$ cat src/rtl/rom_fetch_responder_pkg.sv
// Shared fetch-bus widths, types and the default NOP instruction.
// Imported by the fetch responder, its memory-bus interface and the bench.
package rom_fetch_responder_pkg;

  localparam int ADDR_BUS    = 32;
  localparam int DATA_BUS    = 32;
  localparam int MEM_SEL_BUS = 4;

  typedef logic [ADDR_BUS-1:0]    addr_t;
  typedef logic [DATA_BUS-1:0]    data_t;
  typedef logic [MEM_SEL_BUS-1:0] sel_t;
  typedef logic [ADDR_BUS-3:0]    tag_t;

  localparam data_t FETCH_NOP = 32'h0000_0000;

endpackage

$ cat src/rtl/rom_fetch_responder_if.sv
// External instruction-memory read handshake.
// master: mem_req/mem_addr out, mem_ack/mem_rdata in; slave is the mirror.
interface rom_fetch_responder_if;
  import rom_fetch_responder_pkg::*;

  logic  mem_req;
  addr_t mem_addr;
  logic  mem_ack;
  data_t mem_rdata;

  modport master (
    output mem_req,
    output mem_addr,
    input  mem_ack,
    input  mem_rdata
  );

  modport slave (
    input  mem_req,
    input  mem_addr,
    output mem_ack,
    output mem_rdata
  );

endinterface

$ cat src/rtl/rom_fetch_responder.sv
// IF-stage ROM responder: one-word buffer over a handshaked memory.
// Ports: clk, rst (sync, high); rom_en/rom_write_en/rom_addr/
// rom_write_data in; rom_read_data, stall_req, bus_err out;
// mem (master) to external memory. Option: ROM_FETCH_ALIGN_CHECK_EN.
module rom_fetch_responder
  import rom_fetch_responder_pkg::*;
#(
  parameter int    TIMEOUT  = 16,
  parameter data_t NOP_WORD = FETCH_NOP
) (
  input  logic  clk,
  input  logic  rst,
  input  logic  rom_en,
  input  sel_t  rom_write_en,
  input  addr_t rom_addr,
  input  data_t rom_write_data,
  output data_t rom_read_data,
  output logic  stall_req,
  output logic  bus_err,
  rom_fetch_responder_if.master mem
);

  localparam int CW = (TIMEOUT > 2) ? $clog2(TIMEOUT) : 1;
  localparam logic [CW-1:0] LAST = CW'(TIMEOUT - 1);

  typedef enum logic {
    IDLE,
    BUSY
  } state_t;

  state_t        state;
  logic          buf_valid;
  tag_t          buf_tag;
  data_t         buf_data;
  tag_t          req_tag;
  logic          mem_req_q;
  logic [CW-1:0] wait_cnt;

  logic hit;
  logic misalign;
  logic unused_ok;

  assign hit = buf_valid && (buf_tag == rom_addr[31:2]);

`ifdef ROM_FETCH_ALIGN_CHECK_EN
  assign misalign = |rom_addr[1:0];
`else
  assign misalign = 1'b0;
`endif

  // Misaligned fetches are answered in IDLE without memory traffic.
  assign stall_req = rom_en &&
    ((state != IDLE) || (!misalign && !hit));

  assign mem.mem_req  = mem_req_q;
  assign mem.mem_addr = {req_tag, 2'b00};

  assign unused_ok = ^{rom_write_data, rom_addr[1:0]};

  always_ff @(posedge clk) begin
    if (rst) begin
      state         <= IDLE;
      buf_valid     <= 1'b0;
      buf_tag       <= '0;
      buf_data      <= '0;
      req_tag       <= '0;
      mem_req_q     <= 1'b0;
      wait_cnt      <= '0;
      bus_err       <= 1'b0;
      rom_read_data <= '0;
    end else begin
      bus_err <= 1'b0;

      if (rom_en && !stall_req)
        rom_read_data <= misalign ? NOP_WORD : buf_data;

      // Writes to a ROM only invalidate; a fill below overrides.
      if (rom_en && (rom_write_en != '0))
        buf_valid <= 1'b0;

      unique case (state)
        IDLE: begin
          if (rom_en && misalign) begin
            bus_err <= 1'b1;
          end else if (rom_en && !hit) begin
            req_tag   <= rom_addr[31:2];
            mem_req_q <= 1'b1;
            wait_cnt  <= '0;
            state     <= BUSY;
          end
        end
        BUSY: begin
          if (mem.mem_ack) begin
            buf_tag   <= req_tag;
            buf_data  <= mem.mem_rdata;
            buf_valid <= 1'b1;
            mem_req_q <= 1'b0;
            state     <= IDLE;
          end else if (wait_cnt == LAST) begin
            buf_tag   <= req_tag;
            buf_data  <= NOP_WORD;
            buf_valid <= 1'b1;
            mem_req_q <= 1'b0;
            bus_err   <= 1'b1;
            state     <= IDLE;
          end else begin
            wait_cnt <= wait_cnt + 1'b1;
          end
        end
        default: state <= IDLE;
      endcase
    end
  end

endmodule

$ cat src/flat_wrapper.sv
// flat-port wrapper written by rule: the top's interface ports become plain ports
module rom_fetch_responder_flat import rom_fetch_responder_pkg::*;
#(
  parameter int    TIMEOUT  = 16,
  parameter data_t NOP_WORD = FETCH_NOP
)
  (clk, rst, rom_en, rom_write_en, rom_addr, rom_write_data, rom_read_data, stall_req, bus_err, mem_mem_req, mem_mem_addr, mem_mem_ack, mem_mem_rdata);
  rom_fetch_responder_if mem_i ();
  input  logic clk;
  input  logic rst;
  input  logic rom_en;
  input  sel_t rom_write_en;
  input  addr_t rom_addr;
  input  data_t rom_write_data;
  output data_t rom_read_data;
  output logic stall_req;
  output logic bus_err;
  output wire logic [$bits(mem_i.mem_req)-1:0] mem_mem_req;
  output wire logic [$bits(mem_i.mem_addr)-1:0] mem_mem_addr;
  input wire logic [$bits(mem_i.mem_ack)-1:0] mem_mem_ack;
  input wire logic [$bits(mem_i.mem_rdata)-1:0] mem_mem_rdata;
  assign mem_mem_req = mem_i.mem_req;
  assign mem_mem_addr = mem_i.mem_addr;
  assign mem_i.mem_ack = mem_mem_ack;
  assign mem_i.mem_rdata = mem_mem_rdata;
  rom_fetch_responder #(.TIMEOUT(TIMEOUT), .NOP_WORD(NOP_WORD)) u_core (.clk(clk), .rst(rst), .rom_en(rom_en), .rom_write_en(rom_write_en), .rom_addr(rom_addr), .rom_write_data(rom_write_data), .rom_read_data(rom_read_data), .stall_req(stall_req), .bus_err(bus_err), .mem(mem_i));
endmodule
$ cat config.mk
export PLATFORM = sky130hd
export DESIGN_NAME = rom_fetch_responder_flat
export DESIGN_NICKNAME = d
export VERILOG_FILES = /design/src/rtl/rom_fetch_responder_pkg.sv /design/src/rtl/rom_fetch_responder_if.sv /design/src/rtl/rom_fetch_responder.sv /design/src/flat_wrapper.sv
export SDC_FILE = /design/constraint.sdc
export NUM_CORES = 1
export LEC_CHECK = 0
export CAP_MARGIN = 20
export CORE_ASPECT_RATIO = 1.2
export CORE_MARGIN = 2
export CORE_UTILIZATION = 47
export DETAILED_ROUTE_END_ITERATION = 7
export PLACE_DENSITY = 0.8
export SYNTH_ARGS = -nofsm -noshare
export SYNTH_HDL_FRONTEND = slang
export SYNTH_SLANG_ARGS = --single-unit
$ cat constraint.sdc
create_clock -name clk -period 2.7 [get_ports clk]
set_input_delay 0.675 -clock clk [delete_from_list [all_inputs] [get_ports clk]]
set_output_delay 0.675 -clock clk [all_outputs]
set_load 0.01 [all_outputs]
==> impl_summary.txt <==
----------------------------------------------------
[Routing]
  Vias post-DR ... 4,645
  Number of remaining DRC errors ... 0
  Vias per cell ... 5.13
  Average wire length per cell after detail routing ... 15.2 um
  Number of iterations in the first detailed-routing pass ... 4
  Violation count after the first detailed-route iteration ... 230
  Final Routed Wirelength ... 13.8 mm
  Final ANT Viol Nets ... 0

[Pwr]
  Worst-case vdd ir drop ... 0.494 mV
  Switching share of total power ... 22.0%
  Logic pwr share ... 9.4%
  Clock power share ... 50.7%
  Switching power total ... 1.13 mW
  Part of the total power dissipated in sequential elements ... 39.9%
  Internal power of the cells ... 4.01 mW
  Static leakage power ... 2.87 nW
  Power density over the cells ... 648 mW/mm2
  Pwr Total ... 5.15 mW

[Critical path]
  Peak fanout along the critical path ... 2
  Required time worst endpoint ... 2030 ps
  Beginning of the worst register-to-register path ... u_core.buf_tag[2]
  Endpoint of the worst register-to-register path ... u_core.rom_read_data[21]
  Worst setup SP type ... input port
  Critical path start-end classification ... in2out
  R2R setup slack ... 470 ps
  Crit path capture ... stall_req
  Worst R2R Path Depth ... 9
  Critical Path End Type ... output pin
  Worst setup startpoint ... rom_addr[22]
  Worst Path Arrival ... 1960 ps

[Die]
  Chip Width ... 104 um
  Area of the core region ... 0.0117 mm2
  Std-Cell Rows ... 43
  Starting utilization of the core area ... 48.5%
  Total die area ... 0.0129 mm2
  Num ports ... 171
  Die Span Y ... 124 um

[Yosys]
  Synthesized instance count ... 599
  Register area share after synthesis ... 46.7%
  Combined area of all synthesized cells ... 0.00566 mm2
  Post-synthesis xor/xnor area fraction ... 3.71%
  Average cell area after synthesis ... 9.45 um2
  Netlist cell types ... 39
  Cell type with the highest aggregate area in the netlist ... sky130_fd_sc_hd__dfxtp_1
  Yosys top cell area share ... 46.7%
  Fraction of the mapped netlist area in adder cells ... 0.221%
  Combinational family with the most area after synthesis ... simple AND/OR/NAND/NOR gates
  Share of cell area taken by muxes after synthesis ... 11.0%
  Compound-Gate Fraction of Synth Area ... 9.44%
  Yosys synthesis warning count ... 0
  Yosys reg bits ... 132
  Biggest area contributors in the synthesized netlist ... sky130_fd_sc_hd__dfxtp_1 (47%), sky130_fd_sc_hd__nand2b_1 (14%), sky130_fd_sc_hd__mux2i_1 (11%), sky130_fd_sc_hd__a22oi_1 (4.2%), sky130_fd_sc_hd__nand2_1 (4.2%)
  Post-synthesis share of cell area spent on and, or, nand and nor gates ... 24.1%

[Place]
  Number of placed cells counting well taps ... 870
  Worst slack, placed ... -741 ps
  Half-perimeter wire length of the detailed placement result ... 9.38 mm
  Gp weighted congestion ... 0.810
  Quantity of I/O buffers inserted on ports ... 134

[Cells and area]
  Growth of design area from synthesis to finish ... 40.4%
  Layout cell share with drive strength beyond 1 ... 13.9%
  Number of diodes ... 0
  Final net count ... 840
  Non-filler cells, final ... 905
  Layout filler cell count ... 930

[Clocking]
  CTS HTree Levels ... 4
  Clock Tree Root ... sky130_fd_sc_hd__clkbuf_16
  Sink count of the clock tree ... 132
  TritonCTS Buffers ... 17
  Clk slew on worst S/H paths ... 60 ps
  Clock latency reported for the late side of the worst-skew pair ... 400 ps
  Maximum buffer depth of the clock tree ... 2
  CTS tree ... done

[Global routing]
  Vias in the first global route ... 4,661
  M3 GR Usage ... 5.82%
  Wire length of the first global-routing pass ... 22.4 mm
  GRT Overall Usage ... 21.4%
  Most heavily used metal layer in global routing ... met2
  Met1 layer usage reported by global route ... 25.0%
  Met2 usage in global routing ... 36.9%
  Pin count of the biggest net entering global routing ... 79
  Number of antenna violations at the first check in global routing ... 0
  Aggregate global routing overflow ... 0

[Run status]
  Run status ... completed

[STA]
  Number of hold violations in the final report ... 0
  Setup repair after global routing missed its margin ... no
  Highest attainable clock frequency ... 380 MHz
  Setup TNS Final ... 0 ps
  Final Cycle Share ... 97.6%
  Rel. slew slack ... 55.2%
  Setup Skew ... 9.78 ps
  Crit path setup slack, layout ... 65.6 ps
  Setup violation total in the final timing report ... 0
  Count of final max-slew check failures ... 0
  Final critical path time including I/O delays and setup ... 2630 ps
  Hold Worst Slack ... 469 ps
  Transition time at the pin with the least slew margin ... 672 ps

[Run]
  Max-cap violation count ... 0

[Min path]
  Hold/Removal Path Class ... reg2reg

----------------------------------------------------
==> critical path: stages <==
cell,delay (ps)
sky130_fd_sc_hd__clkdlybuf4s15_1,220
sky130_fd_sc_hd__xnor2_2,260
sky130_fd_sc_hd__nand4_1,180
sky130_fd_sc_hd__nor4_4,180
sky130_fd_sc_hd__nand3_1,110
sky130_fd_sc_hd__o21a_1,200
sky130_fd_sc_hd__buf_2,140
==> power groups by stage <==
stage	Sequential, mW	Combinational [mW]	Clock [mW]
4_1_cts	2.05	0.490	2.66
6_report	2.05	0.486	2.61
3_3_place_gp	2.09	0.476	0
3_5_place_dp	2.09	0.486	0
2_1_floorplan	2.10	0.227	0
5_1_grt	2.06	0.524	2.74
==> kinds of logic (layout without fill, tap and decap cells) <==
| kind of cell | count (synthesis) | after routing |
|---|---|---|
| XOR/XNOR | 24 | 24 |
| buffers and inverters | 50 | 198 |
| other | 1 | 2 |
| AO/OA/AOI/OAI | 80 | 80 |
| adder cells (fa/ha/maj) | 1 | 1 |
| multiplexers | 62 | 62 |
| AND/OR/NAND/NOR | 249 | 249 |
| flip-flops | 132 | 132 |
==> synth_stat cells (all sizes together) <==
cell type  instances
nor2              33
a31o               1
conb               1
dfxtp            132
o21a               2
and3               1
nor2b              1
o21ai              4
a21oi             33
buf                9
or2b               2
o2111ai            1
nand2             63
nand3              3
nor4               3
nand2b           129
ha                 1
a22oi             32
clkbuf            34
o221ai             2
a31oi              1
clkinv             3
a22o               1
xor2               4
and2               1
or3                1
and4               1
xnor2             20
nor3               3
o41ai              1
nand4              5
inv                4
nand3b             3
mux2i             62
a221o              2
==> layout make-up <==
class	count	area (um2)	area share, %
clock buffers	17	425	5.35
clock inverters	15	253	3.18
inverters	7	30.0	0.378
multi-input cells	418	2900	36.5
flip-flops and latches	132	2640	33.2
well taps	157	196	2.47
repair buffers	159	1500	18.9
==> layer usage <==
| metal | vias up | wire [um] |
|---|---|---|
| li1 | 2270 | - |
| met1 | 2214 | 5910 |
| met2 | 139 | 6890 |
| met3 | 22 | 696 |
| met4 | 0 | 304 |
| met5 | - | 0 |
==> placed cells by master, fill, tap and decap left out, drive strengths merged, types with 5 or more instances in the layout <==
master / n
a21oi: 33
a22oi: 32
buf: 27
bufinv: 6
clkbuf: 32
clkdlybuf4s15: 5
clkdlybuf4s50: 102
clkinv: 8
dfxtp: 132
dlygate4sd2: 10
inv: 6
mux2i: 62
nand2: 63
nand2b: 129
nand4: 5
nor2: 33
xnor2: 20
==> registers in the layout (all words and copies together), names as in the netlist <==
register / flops
u_core.buf_data: 32
u_core.wait_cnt: 4
u_core.bus_err: 1
u_core.state: 1
u_core.mem.mem_req: 1
u_core.rom_read_data: 32
u_core.req_tag: 30
u_core.buf_tag: 30
u_core.buf_valid: 1
==> what timing repair did <==
item	in CTS	in global routing
pin swaps	29	25
buffers inserted	2	1
hold buffers	0	0
setup endpoints to repair	1	1
resized for setup	66	28
==> worst min path at each step <==
stage / cells after the start / slack, ps / end / start
finish: 2 / 470 / u_core.buf_tag[12] / u_core.buf_tag[12]
global placement: 2 / 440 / u_core.mem.mem_req / u_core.mem.mem_req
CTS: 2 / 470 / u_core.buf_tag[8] / u_core.buf_tag[8]
global route: 2 / 490 / u_core.buf_tag[8] / u_core.buf_tag[8]
detailed placement: 2 / 460 / u_core.buf_tag[8] / u_core.buf_tag[8]
floorplan: 2 / 430 / u_core.buf_valid / u_core.buf_valid
==> stage by stage <==
step           util [%]  cell area (um2)
2_1_floorplan         -             5670
3_3_place_gp       61.6             7190
3_5_place_dp       61.6             7190
4_1_cts            68.4             7990
5_1_grt            68.1             7950
6_report           68.1             7950
Power figures use the tool's default switching activity.
